**src/rtl/redundant_instr_vote_fork.sv**
```systemverilog
// Votes lockstep core fetch requests into a single ICache request and fans the response back out.
// Holds an issued request stable until the ICache accepts it; tracks per-channel faults and error cycles.
module redundant_instr_vote_fork #(
  parameter type         addr_t    = logic [31:0],
  parameter type         data_t    = logic [31:0],
  parameter int unsigned NUM_IN    = 3,
  parameter bit          MAJORITY  = 1'b1,
  parameter int unsigned ERR_CNT_W = 8
) (
  input  logic                  clk_i,
  input  logic                  rst_i,
  input  logic                  clear_i,
  input  logic [NUM_IN-1:0]     valid_i,
  output logic [NUM_IN-1:0]     ready_o,
  input  addr_t [NUM_IN-1:0]    addr_i,
  output data_t [NUM_IN-1:0]    data_o,
  output logic                  valid_o,
  input  logic                  ready_i,
  output addr_t                 addr_o,
  input  data_t                 data_i,
  output logic                  error_o,
  output logic [NUM_IN-1:0]     fault_o,
  output logic [ERR_CNT_W-1:0]  err_cnt_o
);

  localparam int unsigned TUP_W = $bits(addr_t) + 1;
  localparam int unsigned CNT_W = $clog2(NUM_IN + 1);
  localparam int unsigned IDX_W = $clog2(NUM_IN);
  localparam int unsigned HALF  = NUM_IN / 2;
  localparam bit          MAJ_EN = MAJORITY && (NUM_IN >= 3);

  typedef enum logic {PASS, HOLD} state_e;

  state_e                        state_q, state_d;
  addr_t                         addr_q, addr_d;
  logic [NUM_IN-1:0]             fault_q, fault_d;
  logic [ERR_CNT_W-1:0]          err_cnt_q, err_cnt_d;

  logic [NUM_IN-1:0][TUP_W-1:0]  tup;
  logic [NUM_IN-1:0][CNT_W-1:0]  match_cnt;
  logic                          unanimous;
  logic                          maj_found;
  logic [IDX_W-1:0]              maj_idx;
  logic                          fwd_valid;
  addr_t                         fwd_addr;
  logic                          err;
  logic [NUM_IN-1:0]             fault_set;

  // Count, for each channel, how many channels carry an identical {valid, addr} tuple.
  always_comb begin
    tup       = '0;
    match_cnt = '0;
    maj_found = 1'b0;
    maj_idx   = '0;
    for (int i = 0; i < NUM_IN; i++) begin
      tup[i] = {valid_i[i], addr_i[i]};
    end
    for (int i = 0; i < NUM_IN; i++) begin
      for (int j = 0; j < NUM_IN; j++) begin
        if (tup[i] == tup[j]) begin
          match_cnt[i] = match_cnt[i] + CNT_W'(1);
        end
      end
    end
    // Lowest-numbered majority holder wins; all holders carry the same tuple anyway.
    for (int i = int'(NUM_IN) - 1; i >= 0; i--) begin
      if (match_cnt[i] > CNT_W'(HALF)) begin
        maj_found = 1'b1;
        maj_idx   = IDX_W'(i);
      end
    end
    unanimous = (match_cnt[0] == CNT_W'(NUM_IN));
  end

  // Forwarding decision, hold handshake, fault and error-counter updates.
  always_comb begin
    state_d   = state_q;
    addr_d    = addr_q;
    fault_d   = fault_q;
    err_cnt_d = err_cnt_q;
    fwd_valid = 1'b0;
    fwd_addr  = addr_q;
    err       = 1'b0;
    fault_set = '0;
    case (state_q)
      PASS: begin
        if (unanimous) begin
          fwd_valid = valid_i[0];
          fwd_addr  = addr_i[0];
        end else if (MAJ_EN && maj_found) begin
          fwd_valid = valid_i[maj_idx];
          fwd_addr  = addr_i[maj_idx];
          err       = 1'b1;
          for (int i = 0; i < NUM_IN; i++) begin
            fault_set[i] = (tup[i] != tup[maj_idx]);
          end
        end else begin
          err = 1'b1;
        end
        if (fwd_valid && !ready_i) begin
          state_d = HOLD;
          addr_d  = fwd_addr;
        end
      end
      HOLD: begin
        fwd_valid = 1'b1;
        fwd_addr  = addr_q;
        if (ready_i) begin
          state_d = PASS;
        end
      end
      default: state_d = PASS;
    endcase
    if (clear_i) begin
      fault_d   = '0;
      err_cnt_d = '0;
    end else begin
      fault_d = fault_q | fault_set;
      if (err && (err_cnt_q != '1)) begin
        err_cnt_d = err_cnt_q + ERR_CNT_W'(1);
      end
    end
  end

  always_ff @(posedge clk_i or posedge rst_i) begin
    if (rst_i) begin
      state_q   <= PASS;
      addr_q    <= '0;
      fault_q   <= '0;
      err_cnt_q <= '0;
    end else begin
      state_q   <= state_d;
      addr_q    <= addr_d;
      fault_q   <= fault_d;
      err_cnt_q <= err_cnt_d;
    end
  end

  // Request path is combinational; reset must kill it immediately, not at the next edge.
  assign valid_o   = fwd_valid & ~rst_i;
  assign error_o   = err & ~rst_i;
  assign addr_o    = fwd_addr;
  assign ready_o   = {NUM_IN{valid_o & ready_i}};
  assign data_o    = {NUM_IN{data_i}};
  assign fault_o   = fault_q;
  assign err_cnt_o = err_cnt_q;

endmodule

```
**config.mk**
```make
export PLATFORM = sky130hd
export DESIGN_NAME = redundant_instr_vote_fork
export DESIGN_NICKNAME = d
export VERILOG_FILES = /design/src/rtl/redundant_instr_vote_fork.sv
export SDC_FILE = /design/constraint.sdc
export NUM_CORES = 1
export LEC_CHECK = 0
export BUFFER_PORTS_ARGS = -buffer_cell sky130_fd_sc_hd__clkbuf_2
export CAP_MARGIN = 20
export CORE_AREA = 2 2 110 112
export CTS_BUF_LIST = sky130_fd_sc_hd__clkbuf_16
export CTS_CLUSTER_DIAMETER = 150
export DETAILED_ROUTE_END_ITERATION = 6
export DIE_AREA = 0 0 112 114
export PLACE_DENSITY = 0.76
export SETUP_SLACK_MARGIN = 0.3
export SLEW_MARGIN = 20
export SYNTH_ARGS = -nofsm -noshare
export SYNTH_HDL_FRONTEND = slang
export SYNTH_SLANG_ARGS = --single-unit
```
**constraint.sdc**
```tcl
create_clock -name clk_i -period 4.9 [get_ports clk_i]
set_input_delay 0.245 -clock clk_i [delete_from_list [all_inputs] [get_ports clk_i]]
set_output_delay 0.245 -clock clk_i [all_outputs]
set_load 0.005 [all_outputs]
```
* Word-level counts from Yosys, hierarchy flattened
Cells that the tools add are included.
Cells by class: shift-type cells 0, $add $sub $neg 6, $mul 0, reductions and logical operators 5, divide/modulo/power cells 0, equal/unequal tests 11, $lt $le $gt $ge 4, bitwise operators 6, multiplexer cells 36
Operator list (number):
- $eq A33 B33 Y1 | 6
- $ne A33 B33 Y1 | 3
- $mux W32 | 3
- $bmux W33 S2 | 1
- $bmux W32 S2 | 1
- $pmux W32 S2 | 1
- $mux W33 | 1
- $mux W8 | 2
- $mux W2 | 7
- $mux W1 | 13
- $mux W3 | 4
- $add A2 B1 Y2 const B | 4
- $add A8 B1 Y8 const B | 1
- $ne A8 B8 Y1 const B | 1
- $gt A2 B1 Y1 const B | 3
- $pmux W1 S2 | 2
- $and A1 B1 Y1 | 3
- $lt A2 B3 Y1 const B | 1
- $or A3 B3 Y3 | 1
- $add A1 B1 Y2 const B | 1
- $bmux W1 S2 | 1
- $eq A2 B2 Y1 const B | 1
- $logic_and A1 B1 Y1 | 2
- $not A1 Y1 | 2
- 3 further kinds | 3
Word-level totals: register bits after elaboration 44, memories 0, latch bits 0, input bits 135, output and inout bits 144, bits in writable memories 0, memory bits (read-only) 0, word-level logic and storage cells 72

* Logic depth before layout (Yosys ltp)
Gate-level depths: netlist of run 1.
depth in word-level cells 17, gate-level depth with buffers 8, depth with buffers taken out 7

* Least setup slack after synthesis of run 1
No wires, ideal clock.
path type input port to output port, from input port addr_i[1] (netlist name), to output port ready_o[1], slack 2.816 ns, arrival time 1.839 ns, data required time 4.655 ns, path buffers 1, stages 7, cell sequence xnor2_1 -> nand4_1 -> nor4_1 -> and4_1 -> o21ai_1 -> a311oi_1 -> buf_4
Between the ends: longest elaborated chain between the ends 17, elaborated cells on any way between the ends 33, those cells by class 5 x add/sub; 3 x order compare; 5 x eq/ne; 18 x mux; 2 x bitwise
Ends and longest elaborated chain:
- start: declaration | line 15 | input addr_t [NUM_IN-1:0] addr_i,
- $eq A33 B33 Y1 | line 60 | if (tup[i] == tup[j]) begin
- $mux W1 | line 60
- $add A2 B1 Y2 | line 61 | match_cnt[i] = match_cnt[i] + CNT_W'(1);
- $mux W2 | line 60
- $add A2 B1 Y2 | line 61
- $gt A2 B1 Y1 | line 67 | if (match_cnt[i] > CNT_W'(HALF)) begin
- $mux W2 (3 in series) | line 67
- $bmux W1 S2 | line 91 | fwd_valid = valid_i[maj_idx];
- $mux W1 (implied by the code) | line 91
- $mux W1 | line 90 | end else if (MAJ_EN && maj_found) begin
- $mux W1 (*) | line 87 | if (unanimous) begin
- $mux W1 (*) | line 85 | case (state_q)
- $pmux W1 S2 (*) | line 85
- $and A1 B1 Y1 (*) | line 140 | assign valid_o = fwd_valid & ~rst_i;
- $and A1 B1 Y1 (*) | line 143 | assign ready_o = {NUM_IN{valid_o & ready_i}};
- end: declaration | line 14 | output logic [NUM_IN-1:0] ready_o,
Every way passes the cells marked *; elsewhere a longest branch is shown, timed or not. The select of a mux whose other input is x is not followed.

==> metrics.md, run 1 <==
| Metric | Value |
|---|---|
| Outcome | finished, final reports clean |
| Initial antenna violation count | 0 |
| Post-Route WL | 16700 um |
| Post-CTS Resized | 0 |
| Routed length on met1 | 6920 um |
| Mux contribution to synthesized area | 0.00446 |
| Die H | 114 um |
| Yosys cell types | 47 |
| Vias in the first global route | 4225 |
| Switching share of power | 0.301 |
| Initial Utilization | 0.408 |
| Critical Setup Path Class | in -> out |
| CP arrival | 3.29 ns |
| Crit-path max FO | 22 |
| CTS root buf | clkbuf_16 |
| RR Startpoint | state_q |
| Normalized max-slew margin | 0.278 |
| Synthesized cell area | 0.00477 mm^2 |
| Reg2Reg Setup Slack | 2.22 ns |
| Simple-Gate Fraction of Synth Area | 0.0957 |
| Core Region | 0.0117 mm^2 |
| CP Launch Type | input port |
| Synth Area in Compound Gates | 0.268 |
| Post-DR wirelength/cell | 23.3 um |
| Worst-Margin Slew | 1.08 ns |
| Die W | 112 um |
| Htree depth | 2 |
| Max Cap Violations | 0 |
| CTS Buffer Depth | 2 |
| Clk_skew | 0.00444 ns |
| Fin crit share | 0.721 |
| HP Class | in -> async |
| # nets final | 705 |
| Drt pass-1 iters | 5 |
| Net Sw Power | 275 uW |
| DRC | 0 |
| Slowest stage delay, CP | 0.88 ns |
| Clock net sink count | 44 |
| RSZ-0062 raised after global routing | no |
| CP Capture Type | output pin |
| Largest family of logic cells by synthesized area | compound AO/OA/AOI/OAI gates |
| Pleak | 0.00214 uW |
| Combinational share of power | 0.232 |
| Achievable clock frequency | 283 MHz |
| Slowest cell on crit path | nand3_1 |
| Post-DP HPWL | 13000 um |
| Crit path buf inv count | 3 |
| Asr flop ratio synth | 1.00 |
| WL met2 | 7880 um |
| GR Overflow Total | 0 |
| Via-per-instance ratio | 5.92 |
| Clock power frac | 0.364 |
| Crit path max-delay family | simple AND/OR/NAND/NOR gates |
| First-pass GRT wire length | 25100 um |
| CTS clk-pin slew, worst paths | 0.06 ns |
| Peak VDD IR | 0.000108 V |
| Via count | 4242 |
| Critical-path cell list | clkbuf_2 > xnor2_1 > nand4_1 > nor4_1 > nand4_1 > nand3_1 > buf_4 > o22ai_1 > a2bb2oi_2 > clkbuf_2 |
| Synth Warn # | 0 |
| Starting DRC count in detailed routing | 341 |
| N_diodes | 0 |
| #FFs+latches synth | 44 |
| Sequential fraction of design power | 0.404 |
| Top sig layer | met4 |
| Final Util | 0.427 |
| Fraction of layout cells with a size suffix above 1 | 0.394 |
| Post-CTS setup buffers | 0 |
| Synthesized instance count | 527 |
| Power per cell area | 183 mW/mm^2 |
| Syn avg cell area | 9.06 um^2 |
| Final setup viols | 0 |
| Post-route antenna net violation count | 0 |
| Placement Rows | 40 |
| Die Footprint | 0.0128 mm^2 |
| Count of pins over their slew limit | 0 |
| Largest net degree at the start of global routing | 45 |
| Cts bufs inserted | 5 |
| Synthesis-to-layout area growth | 4.74% |
| Gr usage total | 0.252 |
| TritonCTS clock tree | done |
| Post-Route Setup TNS | 0 ns |
| Synth Area in XOR/XNOR | 0.182 |
| R2R depth | 5 |
| Port-buffer cells | 150 |
| Post-CTS Hold Fix Bufs | 0 |
| Area share of fa/ha/maj cells after synthesis | 0.00262 |
| RR Endpoint | err_cnt_o[3] |
| Final Hold Fails | 0 |
| Global placer's final weighted congestion | 0.934 |
| Int Pwr | 639 uW |
| Worst skew pair latency | 0.29 ns |
| Top FF cell, synth | dfrtp_1 |
| Post-layout min period | 3.53 ns |
| Register area share after synthesis | 0.231 |
| Worst endpoint required time | 4.66 ns |
| Number of synthesized flops with an enable pin | 0 |
| Syn Nets | 663 |
| Met3 WL | 1640 um |
| I/O pin count | 279 |
-- metal layers --
metal | global-route usage | up-vias
met1 | 0.317 | 2066
met4 | 0.0553 | 0
met5 | 0 | -
met2 | 0.427 | 285
li1 | - | 1869
met3 | 0.0818 | 22
-- synth_stat cells (2+ instances only) --
cell / number / area share
buf_4: 101 / 0.16
xnor2_1: 84 / 0.15
dfrtp_1: 44 / 0.23
inv_1: 36 / 0.028
a22oi_1: 32 / 0.050
o22ai_1: 32 / 0.042
o21ai_2: 31 / 0.057
nand4_1: 23 / 0.030
a2bb2oi_2: 20 / 0.063
xor2_1: 15 / 0.028
a2bb2oi_1: 12 / 0.022
nor2_1: 11 / 0.0087
buf_2: 10 / 0.010
nor3_1: 9 / 0.0094
clkbuf_1: 7 / 0.0055
nand3_1: 7 / 0.0073
nand2_1: 6 / 0.0047
a21oi_1: 4 / 0.0042
o21ai_1: 4 / 0.0042
a31oi_1: 3 / 0.0039
buf_12: 3 / 0.013
o21a_1: 3 / 0.0047
and4_1: 2 / 0.0037
nor4_1: 2 / 0.0026
nor4_4: 2 / 0.0089
o31ai_1: 2 / 0.0031
or4_1: 2 / 0.0031
-- tightest hold or removal path, delay by kind of cell --
kind     cells  cell delay, ns
buf+inv      3            0.67
-- flip-flops by register name, indices dropped and copies added, names as in the netlist --
register	cells
state_q	1
fault_o	3
err_cnt_o	8
addr_q	32
-- kinds of logic (layout without fill, tap and decap cells) --
| logic type | count (synthesis) | after routing |
|---|---|---|
| XOR/XNOR | 99 | 99 |
| multiplexers | 2 | 2 |
| AO/OA/AOI/OAI | 150 | 150 |
| AND/OR/NAND/NOR | 73 | 73 |
| buffers and inverters | 158 | 200 |
| flip-flops | 44 | 44 |
| adder cells (fa/ha/maj) | 1 | 1 |
-- power groups by stage --
stage	clock, uW	sequential, uW	combinational, uW
global route	354	369	227
finish	332	369	212
detailed placement	0	376	209
CTS	337	369	210
global placement	0	376	207
floorplan	0	375	155
-- per-stage QoR --
stage | total power, uW | instances | worst slack, ns | hold WS (ns) | area, um^2
3_5_place_dp | 584 | 709 | 1.45 | 0.465 | 4870
3_3_place_gp | 582 | 709 | 1.56 | 0.460 | 4870
5_1_grt | 950 | 716 | 1.17 | 0.181 | 5000
4_1_cts | 916 | 716 | 1.43 | 0.159 | 5000
2_1_floorplan | 530 | 527 | 2.82 | 0.308 | 4770
6_report | 914 | 716 | 1.37 | 0.137 | 5000
-- worst max-delay path by stage --
stage | startpoint | end | slack (ns) | depth (start not counted)
finish | addr_i[31] | addr_o[28] | 1.37 | 10
global route | addr_i[31] | addr_o[28] | 1.17 | 10
CTS | addr_i[31] | addr_o[28] | 1.43 | 10
detailed placement | addr_i[31] | addr_o[28] | 1.45 | 10
global placement | addr_i[60] | addr_o[30] | 1.56 | 10
floorplan | addr_i[1] | ready_o[1] | 2.82 | 7
-- area by class of cell --
class	instances	area, um^2
fillers	1155	6710
multi-input cells	325	2640
flip-flops and latches	44	1100
repair buffers	157	803
well taps	147	184
inverters	36	135
clock buffers	5	125
clock inverters	2	8.76
-- cells in the final DEF, fill, tap and decap left out, types with 2 or more instances in the layout --
cell type	synthesis	final
or4_1	2	2
o21a_1	3	3
inv_1	36	36
dfrtp_1	44	44
xnor2_1	84	84
xor2_1	15	15
nor3_1	9	9
a2bb2oi_2	20	20
o22ai_1	32	32
a21oi_1	4	3
nor4_4	2	2
o21ai_1	4	4
a31oi_1	3	3
o21ai_2	31	31
nor2_1	11	11
o31ai_1	2	2
clkbuf_2	0	150
nand3_1	7	7
nand4_1	23	23
nand2_1	6	6
clkbuf_16	0	5
nor4_1	2	2
and4_1	2	2
buf_4	101	7
a2bb2oi_1	12	12
a22oi_1	32	32
Note: power is estimated with default switching activity, not from simulation.
==> run 2, diff against run 1 <==
--- a/config.mk
+++ b/config.mk
@@ -7,12 +7,13 @@
 export LEC_CHECK = 0
 export BUFFER_PORTS_ARGS = -buffer_cell sky130_fd_sc_hd__clkbuf_2
 export CAP_MARGIN = 20
-export CORE_AREA = 2 2 110 112
+export CORE_ASPECT_RATIO = 1.75
+export CORE_MARGIN = 2
+export CORE_UTILIZATION = 41
 export CTS_BUF_LIST = sky130_fd_sc_hd__clkbuf_16
 export CTS_CLUSTER_DIAMETER = 150
 export DETAILED_ROUTE_END_ITERATION = 6
-export DIE_AREA = 0 0 112 114
-export PLACE_DENSITY = 0.76
+export PLACE_DENSITY = 0.79
 export SETUP_SLACK_MARGIN = 0.3
 export SLEW_MARGIN = 20
 export SYNTH_ARGS = -nofsm -noshare
==> constraint.sdc (replaced) <==
create_clock -name clk_i -period 2.9 [get_ports clk_i]
set_input_delay 0.145 -clock clk_i [delete_from_list [all_inputs] [get_ports clk_i]]
set_output_delay 0.145 -clock clk_i [all_outputs]
set_load 0.005 [all_outputs]
==> metrics.md, run 2 (same netlist as run 1, synthesis figures left out) <==
| Metric | Value |
|---|---|
| Hold path startpoint | ready_i |
| Clk_skew | 0.00633 ns |
| Post-DR wirelength/cell | 24.7 um |
| CP arrival | 2.37 ns |
| Worst skew pair latency | 0.30 ns |
| Setup ws final | 0.380 ns |
| CP Capture Type | output pin |
| Post-Route Setup TNS | 0 ns |
| HP Class | in -> reg |
| Die W | 85.6 um |
| Dpl ws | 0.322 ns |
| Cts bufs inserted | 5 |
| Gr usage total | 0.278 |
| Commonest non-fill, non-tap cell in the layout | clkbuf_2 |
| Largest net degree at the start of global routing | 38 |
| Met3 WL | 1880 um |
| Initial antenna violation count | 0 |
| Outcome | finished, final reports clean |
| Fin crit share | 0.869 |
| TritonCTS clock tree | done |
| Top sig layer | met4 |
| Most frequent cells in the layout | 150 x clkbuf_2, 81 x xnor2_1, 44 x dfrtp_1 |
| Post-route antenna net violation count | 0 |
| Fraction of layout cells with a size suffix above 1 | 0.409 |
| Number of flip-flops under the largest register name | 32 |
| CTS Buffer Depth | 2 |
| Achievable clock frequency | 397 MHz |
| RSZ-0062 raised after global routing | no |
| Normalized max-slew margin | 0.597 |
| Slowest cell on crit path | and4_2 |
| Pleak | 0.00223 uW |
| R2R depth | 5 |
| Critical-path cell list | clkbuf_2 > xnor2_1 > nand4_1 > nor4_1 > and4_2 > nor2_2 > buf_4 > nand3_1 > a311oi_1 > buf_4 > clkbuf_2 |
| DRC | 0 |
| Count of pins over their slew limit | 0 |
| Synthesis-to-layout area growth | 7.86% |
| Hold path depth | 2 |
| Initial Utilization | 0.417 |
| Die Footprint | 0.0126 mm^2 |
| Post-Route WL | 17700 um |
| Core Region | 0.0115 mm^2 |
| Global placer's final weighted congestion | 0.924 |
| Peak VDD IR | 0.000254 V |
| Worst Hold End | state_q |
| N_diodes | 0 |
| # nets final | 715 |
| Largest Register | addr_q |
| Multi-input gate area | 0.00267 mm^2 |
| I/O pin count | 279 |
| Overall power | 1740 uW |
| Final setup viols | 0 |
| Post-DP HPWL | 14400 um |
| Critical Setup Path Class | in -> out |
| Slowest stage delay, CP | 0.39 ns |
| Htree depth | 2 |
| FF/Latch Area | 0.00110 mm^2 |
| Power per cell area | 338 mW/mm^2 |
| Layout filler cell count | 1153 |
| Starting DRC count in detailed routing | 298 |
| CP Launch Type | input port |
| GR Overflow Total | 0 |
| RR Startpoint | err_cnt_o[2] |
| CTS root buf | clkbuf_16 |
| Port-buffer cells | 150 |
| Max Cap Violations | 0 |
| Worst endpoint required time | 2.76 ns |
| Clock net sink count | 44 |
| Placement Rows | 52 |
| Crit path buf inv count | 4 |
| First-pass GRT wire length | 26000 um |
| Worst-Margin Slew | 0.604 ns |
| Die H | 147 um |
| Vias in the first global route | 4387 |
| Drt pass-1 iters | 4 |
| Crit path max-delay family | simple AND/OR/NAND/NOR gates |
| Reg2Reg Setup Slack | 1.02 ns |
| Final Hold Fails | 0 |
| RR Endpoint | err_cnt_o[5] |
| Via-per-instance ratio | 5.89 |
| Via count | 4206 |
| Routed length on met1 | 5530 um |
| Post-layout min period | 2.52 ns |
| Crit-path max FO | 19 |
| CTS clk-pin slew, worst paths | 0.06 ns |
| WL met2 | 8990 um |
==> run 2: metrics by stage <==
step           area [um^2]  hold WS (ns)   util  cells
2_1_floorplan         4770         0.208      -    527
3_3_place_gp          4920         0.111  0.430    705
3_5_place_dp          4920         0.113  0.430    705
4_1_cts               5120        0.0382  0.447    713
5_1_grt               5150        0.0655  0.450    714
6_report              5150        0.0438  0.450    714
==> run 2: repair_timing <==
item,CTS,global route
buffers inserted,0,1
endpoints found under the hold margin,9,0
hold buffers,1,0
setup endpoints to repair,0,35
gates resized for setup,0,3
==> run 2: where the power goes <==
| group | internal, uW | total, uW | switching (uW) | leakage, uW |
|---|---|---|---|---|
| combinational | 155 | 366 | 211 | 0.00170 |
| clock | 490 | 750 | 261 | 0.0000899 |
| sequential | 617 | 623 | 5.70 | 0.000445 |
==> run 2: area by class of cell <==
type,instances,area share
Sequential cell,44,0.214
Multi-Input combinational cell,325,0.518
Tap cell,135,0.0328
Timing Repair Buffer,167,0.174
Clock inverter,2,0.0117
Clock buffer,5,0.0243
Inverter,36,0.0262
==> run 2: how the worst max path moves through the flow <==
stage / start / to / cells after the start
after detailed placement: addr_i[62] / addr_q[13] / 8
after CTS: addr_i[31] / ready_o[0] / 11
after global routing: addr_i[5] / ready_o[0] / 11
after global placement: addr_i[31] / err_cnt_o[7] / 9
after floorplan: addr_i[1] / ready_o[1] / 7
final: addr_i[5] / ready_o[0] / 11
==> run 2: per-layer routing <==
layer,GRT usage,vias to the layer above
li1,-,1897
met1,0.265,1989
met2,0.486,247
met3,0.103,73
met4,0.183,0
met5,0,-
==> run 3, diff against run 2 <==
--- a/config.mk
+++ b/config.mk
@@ -13,7 +13,7 @@
 export CTS_BUF_LIST = sky130_fd_sc_hd__clkbuf_16
 export CTS_CLUSTER_DIAMETER = 150
 export DETAILED_ROUTE_END_ITERATION = 6
-export PLACE_DENSITY = 0.79
+export PLACE_DENSITY_LB_ADDON = 0.05
 export SETUP_SLACK_MARGIN = 0.3
 export SLEW_MARGIN = 20
 export SYNTH_ARGS = -nofsm -noshare
==> metrics.md, run 3 (same netlist as run 1, synthesis figures left out) <==
| Metric | Value |
|---|---|
| Post-CTS setup buffers | 0 |
| RSZ-0062 raised after global routing | no |
| Final setup viols | 0 |
| Gr usage total | 0.263 |
| Most frequent cells in the layout | 150 x clkbuf_2, 84 x xnor2_1, 44 x dfrtp_1 |
| Die Footprint | 0.0126 mm^2 |
| CTS clk-pin slew, worst paths | 0.07 ns |
| Outcome | finished, final reports clean |
| Initial Utilization | 0.417 |
| Port-buffer cells | 150 |
| Via count | 4109 |
| Crit-path max FO | 22 |
| Fin crit share | 0.864 |
| CTS Buffer Depth | 2 |
| Largest net degree at the start of global routing | 41 |
| Critical-path cell list | clkbuf_2 > xnor2_1 > buf_4 > nand4_1 > nor4_4 > and4_4 > nor2_2 > a21oi_4 > buf_12 > a2bb2oi_1 > clkbuf_2 |
| Multi-input gate area | 0.00267 mm^2 |
| FF/Latch Area | 0.00110 mm^2 |
| Fin Hold WS | 0.0406 ns |
| Fraction of layout cells with a size suffix above 1 | 0.413 |
| Achievable clock frequency | 399 MHz |
| Pleak | 0.00222 uW |
| Final Hold Fails | 0 |
| Crit path launch | addr_i[13] |
| I/O pin count | 279 |
| Number of flip-flops under the largest register name | 32 |
| Cts bufs inserted | 5 |
| Reg2Reg Setup Slack | 0.92 ns |
| Count of pins over their slew limit | 0 |
| Core Region | 0.0115 mm^2 |
| Hold path depth | 2 |
| Global placer's final weighted congestion | 0.889 |
| Htree depth | 2 |
| Initial antenna violation count | 0 |
| Critical Setup Path Class | in -> out |
| Synthesis-to-layout area growth | 8.13% |
| Worst Hold End | state_q |
| Clk_skew | 0.00577 ns |
| Starting DRC count in detailed routing | 195 |
| Slowest cell on crit path | nor4_4 |
| Largest Register | addr_q |
| Die W | 85.6 um |
| CTS root buf | clkbuf_16 |
| CP Capture Type | output pin |
| R2R depth | 6 |
| Drt pass-1 iters | 5 |
| RR Startpoint | state_q |
| Layout filler cell count | 1190 |
| Fin area | 0.00516 mm^2 |
| Post-Route Setup TNS | 0 ns |
| Worst endpoint required time | 2.76 ns |
| Post-DR wirelength/cell | 22.8 um |
| Max Cap Violations | 0 |
| Area post-placement | 0.00498 mm^2 |
| Vias in the first global route | 4349 |
| HP Class | in -> reg |
| Slowest stage delay, CP | 0.35 ns |
| GR Overflow Total | 0 |
| Clock net sink count | 44 |
| DRC | 0 |
| # nets final | 718 |
| N_diodes | 0 |
| Worst-Margin Slew | 0.638 ns |
| CP Launch Type | input port |
| Via-per-instance ratio | 5.72 |
| Worst skew pair latency | 0.29 ns |
| CP arrival | 2.36 ns |
| Placement Rows | 52 |
| Die H | 147 um |
| Peak VDD IR | 0.000207 V |
| First-pass GRT wire length | 25000 um |
| TritonCTS clock tree | done |
| Post-layout min period | 2.51 ns |
| Most used cell, CP | clkbuf_2 |
| Commonest non-fill, non-tap cell in the layout | clkbuf_2 |
| RR Endpoint | err_cnt_o[3] |
| Post-route antenna net violation count | 0 |
| Post-Route WL | 16400 um |
| Hold path startpoint | ready_i |
| Power per cell area | 305 mW/mm^2 |
| Normalized max-slew margin | 0.573 |
| Post-DP HPWL | 12900 um |
==> run 3: what timing repair did <==
action                                  4_1_cts  5_1_grt
gates cloned                                  0        0
hold buffers                                  1        0
gates resized for setup                       2        3
endpoints found under the setup margin       18       19
hold endpoints to repair                      4        0
pin swaps                                     0        1
==> run 3: final cells by class <==
type	instances	share of cell area
sequential	44	0.213
tap	135	0.0327
multi-input combinational	325	0.517
clock buffer	5	0.0242
timing repair buffer	170	0.182
clock inverter	3	0.00461
inverter	36	0.0262
==> run 3: stage by stage <==
stage / util / total power (uW) / setup WS (ns) / cells
after detailed placement: 0.435 / 995 / 0.207 / 709
after global placement: 0.435 / 996 / 0.162 / 709
after CTS: 0.449 / 1590 / 0.318 / 718
final: 0.451 / 1580 / 0.394 / 718
after global routing: 0.451 / 1640 / 0.306 / 718
after floorplan: - / 895 / 1.02 / 527
==> run 3: power breakdown <==
group	leakage [uW]	internal [uW]	switching (uW)
Combinational	0.00171	154	210
Clock	0.0000660	321	268
Sequential	0.000445	617	5.47
Total	0.00222	1090	484
==> run 3: metal layers <==
layer,share of wire,global-route usage
met4,0.067,0.166
met1,0.36,0.290
met3,0.056,0.0399
met5,0,0
met2,0.52,0.459
==> run 3: worst max-delay path by stage <==
stage            endpoint  slack [ns]  cells after the start
3_5_place_dp    addr_o[0]        0.21                     11
2_1_floorplan  ready_o[1]        1.02                      7
4_1_cts         addr_o[0]        0.32                     11
5_1_grt         addr_o[2]        0.31                     11
6_report        addr_o[0]        0.39                     11
3_3_place_gp    addr_o[0]        0.16                     11
==> run 3: critical path: cells and delay by family <==
| kind | cells | cell delay [ns] |
|---|---|---|
| AND/OR/NAND/NOR | 4 | 0.94 |
| XOR/XNOR | 1 | 0.21 |
| buffers and inverters | 4 | 0.67 |
| AO/OA/AOI/OAI | 2 | 0.39 |
